$ cat src/rtl/carry_look_ahead_pkg.sv
// Shared constants and two-level generate/propagate expansions for the carry-lookahead adder.
package carry_look_ahead_pkg;

    localparam int CLA_GROUP_W = 4;

    // Carries c0..c4 of one 4-bit group, every term expanded to sum-of-products.
    function automatic logic [4:0] cla4_carries(input logic [3:0] g,
                                                input logic [3:0] p,
                                                input logic       c0);
        logic [4:0] c;
        c[0] = c0;
        c[1] = g[0] | (p[0] & c0);
        c[2] = g[1] | (p[1] & g[0]) | (p[1] & p[0] & c0);
        c[3] = g[2] | (p[2] & g[1]) | (p[2] & p[1] & g[0]) | (p[2] & p[1] & p[0] & c0);
        c[4] = g[3] | (p[3] & g[2]) | (p[3] & p[2] & g[1]) | (p[3] & p[2] & p[1] & g[0])
             | (p[3] & p[2] & p[1] & p[0] & c0);
        return c;
    endfunction

    function automatic logic cla4_group_gen(input logic [3:0] g, input logic [3:0] p);
        return g[3] | (p[3] & g[2]) | (p[3] & p[2] & g[1]) | (p[3] & p[2] & p[1] & g[0]);
    endfunction

    function automatic logic cla4_group_prop(input logic [3:0] p);
        return &p;
    endfunction

endpackage

$ cat src/rtl/carry_look_ahead_cla_group4.sv
// One 4-bit lookahead group: sum bits, carry-out and group generate/propagate.
module cla_group4
    import carry_look_ahead_pkg::*;
(
    input  logic [3:0] a,
    input  logic [3:0] b,
    input  logic       ci,
    output logic [3:0] sum,
    output logic       co,
    output logic       gp,
    output logic       gg
);

    logic [3:0] g;
    logic [3:0] p;
    logic [4:0] c;

    assign g   = a & b;
    assign p   = a ^ b;
    assign c   = cla4_carries(g, p, ci);
    assign sum = p ^ c[3:0];
    assign co  = c[4];
    assign gg  = cla4_group_gen(g, p);
    assign gp  = cla4_group_prop(p);

endmodule

$ cat src/rtl/carry_look_ahead.sv
// Registered carry-lookahead adder: {cout, S} = A + B + cin, one clock of latency.
module carry_look_ahead
    import carry_look_ahead_pkg::*;
#(
    parameter int WIDTH = 4,
    parameter int GROUP = CLA_GROUP_W
) (
    input  logic             clk,
    input  logic             rst_n,
    input  logic [WIDTH-1:0] A,
    input  logic [WIDTH-1:0] B,
    input  logic             cin,
    output logic [WIDTH-1:0] S,
    output logic             cout
);

    localparam int NG = WIDTH / GROUP;

    logic [NG-1:0]    gg;
    logic [NG-1:0]    gp;
    logic [NG:0]      gc;
    logic [NG-1:0]    grp_co_unused;
    logic             prod;
    logic [WIDTH-1:0] s_d;
    logic [WIDTH-1:0] s_q;
    logic             cout_d;
    logic             cout_q;

    for (genvar i = 0; i < NG; i++) begin : g_grp
        cla_group4 u_grp (
            .a   (A[GROUP*i +: GROUP]),
            .b   (B[GROUP*i +: GROUP]),
            .ci  (gc[i]),
            .sum (s_d[GROUP*i +: GROUP]),
            .co  (grp_co_unused[i]),
            .gp  (gp[i]),
            .gg  (gg[i])
        );
    end

    // Second-level lookahead: each group carry-in is an OR of AND-products of
    // lower GG/GP terms and cin; the per-group co is redundant with gc[i+1].
    always_comb begin
        gc    = '0;
        prod  = 1'b0;
        gc[0] = cin;
        for (int j = 0; j < NG; j++) begin
            for (int k = 0; k <= j; k++) begin
                prod = gg[k];
                for (int m = k + 1; m <= j; m++) begin
                    prod = prod & gp[m];
                end
                gc[j+1] = gc[j+1] | prod;
            end
            prod = cin;
            for (int m = 0; m <= j; m++) begin
                prod = prod & gp[m];
            end
            gc[j+1] = gc[j+1] | prod;
        end
    end

    assign cout_d = gc[NG];

    always_ff @(posedge clk or negedge rst_n) begin
        if (!rst_n) begin
            s_q    <= '0;
            cout_q <= 1'b0;
        end else begin
            s_q    <= s_d;
            cout_q <= cout_d;
        end
    end

    assign S    = s_q;
    assign cout = cout_q;

endmodule

$ cat config.mk
export PLATFORM = sky130hd
export DESIGN_NAME = carry_look_ahead
export DESIGN_NICKNAME = d
export VERILOG_FILES = /design/src/rtl/carry_look_ahead_pkg.sv /design/src/rtl/carry_look_ahead_cla_group4.sv /design/src/rtl/carry_look_ahead.sv
export SDC_FILE = /design/constraint.sdc
export NUM_CORES = 1
export LEC_CHECK = 0
export ABC_AREA = 1
export CAP_MARGIN = 20
export CORE_AREA = 10 10 47 49
export CTS_BUF_LIST = sky130_fd_sc_hd__clkbuf_16
export CTS_CLUSTER_DIAMETER = 60
export CTS_CLUSTER_SIZE = 14
export DETAILED_ROUTE_END_ITERATION = 6
export DIE_AREA = 0 0 57 59
export DONT_BUFFER_PORTS = 1
export PLACE_DENSITY = 0.47
export RECOVER_POWER = 50
export SLEW_MARGIN = 25
export SYNTH_ARGS = -nofsm -noshare
export SYNTH_HDL_FRONTEND = slang
export SYNTH_HIERARCHICAL = 1
export SYNTH_SLANG_ARGS = --single-unit
$ cat constraint.sdc
create_clock -name clk -period 0.8 [get_ports clk]
set_clock_uncertainty 0.15 [all_clocks]
set_input_delay 0.16 -clock clk [delete_from_list [all_inputs] [get_ports clk]]
set_output_delay 0.16 -clock clk [all_outputs]
set_load 0.005 [all_outputs]
# Word-level counts from Yosys, hierarchy flattened
# Cells that the tools add are included.
[word_totals]
ram_bits = 0
mem_bits_ro = 0
in_bits = 11
memories = 0
word_cells = 31
regBits = 5
latchBits = 0
[classes]
n_mul = 0
n_reduce_logical = 1
n_lt_le_gt_ge = 0
n_bitwise = 28
n_shift = 0
n_eq_ne = 0
add_sub_neg = 0
n_div = 0
n_mux = 0
[op_table]
columns = ["operator", "count"]
rows = [
  ["AND 1 bit", 15],
  ["OR 1 bit", 10],
  ["bitwise XOR 4 bit", 2],
  ["AND 4 bit", 1],
  ["AND reduction 4 bit", 1],
]

# Logic depth before layout (Yosys ltp)
[depth]
word_depth = 6
depth_mapped = 7
depth_no_buf = 7

# Hierarchy
# The synthesis kept the hierarchy.
[modules_own_cells]
columns = ["mod", "n_inst", "area_each_um2", "cells_per_inst"]
rows = [
  ["cla_group4", 1, 229.0, 38],
  ["carry_look_ahead", 1, 136.4, 8],
]

# Worst setup path before layout
# Ideal clock, no wire load.
[synth_timing]
kind = "input -> register"
from = "input port A[2]"
to = "register s_q[3] (netlist: S[3])"
setup_ns = 0.117
slack_ns = -0.348
stages = 6
t_arrival_ns = 0.881
t_required_ns = 0.533
n_path_buf = 0
cell_sequence = "ha_1 > or2_0 > nand2_1 > nand2_1 > nand2_1 > nand2_1"
[synth_via]
elab_chain_cells = 6
word_cells_on_any_way = 11
classes_between = "bitwise (11)"
[synth_rtl]
columns = ["item", "line", "source"]
rows = [
  ["from (decl)", "carry_look_ahead.sv:10", "input logic [WIDTH-1:0] A,"],
  ["bitwise XOR 4 bit", "carry_look_ahead_cla_group4.sv:19", "assign p = a ^ b;"],
  ["AND 1 bit", "carry_look_ahead_pkg.sv:14", "c[3] = g[2] | (p[2] & g[1]) | (p[2] & p[1] & g[0]) | (p[2] & p[1] & p[0] & c0);"],
  ["OR 1 bit / AND 1 bit (equally long branches) (2 in a row)", "carry_look_ahead_pkg.sv:14", ""],
  ["OR 1 bit *", "carry_look_ahead_pkg.sv:14", ""],
  ["bitwise XOR 4 bit *", "carry_look_ahead_cla_group4.sv:21", "assign sum = p ^ c[3:0];"],
  ["via s_d[3]", "carry_look_ahead.sv:24", "logic [WIDTH-1:0] s_d;"],
  ["to (signal assigned)", "carry_look_ahead.sv:67", "s_q <= '0;"],
  ["to (signal assigned)", "carry_look_ahead.sv:70", "s_q <= s_d;"],
  ["to (decl)", "carry_look_ahead.sv:25", "logic [WIDTH-1:0] s_q;"],
]
# Mark *: on every way through the listed nets, which the timed path passes. The rest lies on a longest branch.

# Worst setup path after layout
[layout_timing]
from = "register s_q[3] (netlist: S[3])"
to = "output port S[3]"
[layout_lines]
columns = ["item", "line", "source"]
rows = [
  ["to (decl)", "carry_look_ahead.sv:13", "output logic [WIDTH-1:0] S,"],
]
# No word-level cell between the ends.

==> results.py <==
metrics = {
    "power": {
        "vdd_drop_max_mv": 0.632,
        "power_leakage_uw": 0.000264,
        "p_total_uw": 1340,
        "power_density_nw_per_um2": 2430,
    },
    "cells_and_area": {
        "regArea_um2": 125,
        "fillers": 148,
        "area_growth_pct": 54.4,
        "multiInputGateArea_um2": 269,
        "drive_gt1_share_pct": 34.0,
        "num_antenna_cells": 0,
        "fin_nets": 68,
        "finish.instance_area_um2": 551,
    },
    "drt": {
        "wl_um": 870,
        "vias_per_cell": 4.64,
        "first_pass_iters": 2,
        "final_antenna_net_count": 0,
        "remaining_drc_errors": 0,
        "wl_per_cell_um": 13.2,
        "detailroute.via_count": 306,
        "detail_route.iter0.violations": 2,
    },
    "global_routing": {
        "grt_usage_pct": 6.02,
        "grt_use_met3_pct": 4.08,
        "grt-ovfl-total": 0,
        "grt_pass1_vias": 345,
        "grt_first_pass_wirelength_um": 1540,
        "grtUsageMet2_pct": 8.53,
        "use_met1_pct": 5.61,
        "top_usage_layer": "met2",
        "grt_max_degree": 7,
        "antenna_found_initial": 0,
    },
    "clock_network": {
        "htreeDepth": 1,
        "cts_hold_buf": 1,
        "clk_pin_slew_ns": 0.03,
        "cts_tree": "built",
        "clockBufferDepth": 2,
        "cts_made_buffers": 3,
        "post_cts_buffers": 0,
        "cts.sinks": 5,
        "cts_root_buffer": "clkbuf_16",
    },
    "yosys": {
        "syn_area_um2": 357,
        "synth_nets": 61,
        "synth_area_per_cell_um2": 8.10,
        "synthCells": 44,
        "yosysWarnings": 6,
    },
    "sta": {
        "finalSetupViolCount": 6,
        "hold_viol_final": 1,
        "worst_pin_slew_ns": 0.231,
        "fin_ws_ns": -0.120,
        "fmax_ghz": 1.09,
        "whs_ns": -0.0923,
        "finalCritPeriodShare_pct": 115,
        "rsz0062_at_grt": "yes",
        "period_needed_ns": 0.920,
        "drv_slew": 0,
        "maxSlewHeadroom_pct": 84.5,
    },
    "min_path": {
        "worst_hold_path_type": "in2reg",
    },
    "floorplanning": {
        "die_y_um": 59,
        "fp.dieArea_um2": 3360,
        "rows": 14,
        "core_area_um2": 1400,
        "pin_count": 16,
        "die_w_um": 57,
        "start_util_pct": 25.4,
    },
    "setup_path": {
        "cp_max_fo": 1,
        "start_kind": "flip-flop",
        "worstPathArrival_ns": 0.61,
        "end_kind": "output pin",
        "critPathRequiredTime_ns": 0.49,
        "critPathKind": "reg2out",
    },
    "placement": {
        "placed_area_um2": 447,
        "hpwl_um": 715,
        "place.gp.congestion": 0.731,
        "port_buffers": 0,
    },
    "run": {
        "cap_violations": 0,
    },
    "outcome": {
        "failed_checks": "hold timing, setup timing",
        "status": "finished with violations",
    },
}
[cell type report]
type | count | area share, %
Clock buffer | 3 | 13.6
Clock inverter | 1 | 0.682
Inverter | 8 | 7.27
Multi-Input combinational cell | 31 | 48.9
Sequential cell | 5 | 22.7
Tap cell | 16 | 3.64
Timing Repair Buffer | 2 | 3.18
[repair_timing]
action / 4_1_cts / 5_1_grt
hold endpoints to repair: 6 / 1
pin swaps: 0 / 3
setup endpoints to repair: 6 / 8
gates resized for setup: 0 / 6
[worst paths after layout]
path,from,end,slack [ns],cells after the start
worst min-delay path,cin,cout$_DFF_PN0_,-0.09,2
min in group asynchronous,rst_n,S[3]$_DFF_PN0_,0.07,1
worst max-delay path,S[3]$_DFF_PN0_,S[3],-0.12,0
max in group asynchronous,rst_n,S[1]$_DFF_PN0_,0.23,1
[flip-flops by register name, summed over array words and instances, names as in the netlist]
signal / flops
cout: 1
S: 4
[metal layers]
layer  wire length, um  part of all wire [%]  vias up
met5                 0                     0        -
met4                19                   2.2        0
met3               107                    12        4
met2               399                    46       14
met1               344                    40      139
li1                  -                     -      149
[metrics by stage]
step | TNS [ns] | util (%) | cells | setup WS [ns]
global route | -0.766 | 39.3 | 66 | -0.130
CTS | -0.653 | 38.2 | 66 | -0.125
floorplan | -0.813 | - | 44 | -0.236
finish | -0.622 | 39.3 | 66 | -0.120
global placement | -1.01 | 31.9 | 61 | -0.274
detailed placement | -1.02 | 31.9 | 61 | -0.290
[power by group]
part           internal (uW)  leakage, uW  switching, uW
registers                295    0.0000593           23.0
logic                    106     0.000163            104
clock network            647    0.0000423            161
[layout by cell type (no fill, tap or decap)]
cell           instances
nand2_1               12
dfrtp_1                5
inv_1                  5
ha_4                   4
clkbuf_16              3
nand3_1                3
inv_2                  2
nand4_1                2
inv_4                  1
inv_8                  1
xnor2_1                1
nand2_4                1
nand2_2                1
nand3_2                1
a21oi_1                1
nor3_2                 1
nor2_1                 1
or2_0                  1
fa_2                   1
ha_1                   1
buf_4                  1
dlygate4sd3_1          1
No activity file was read; power rests on OpenSTA's default activity.
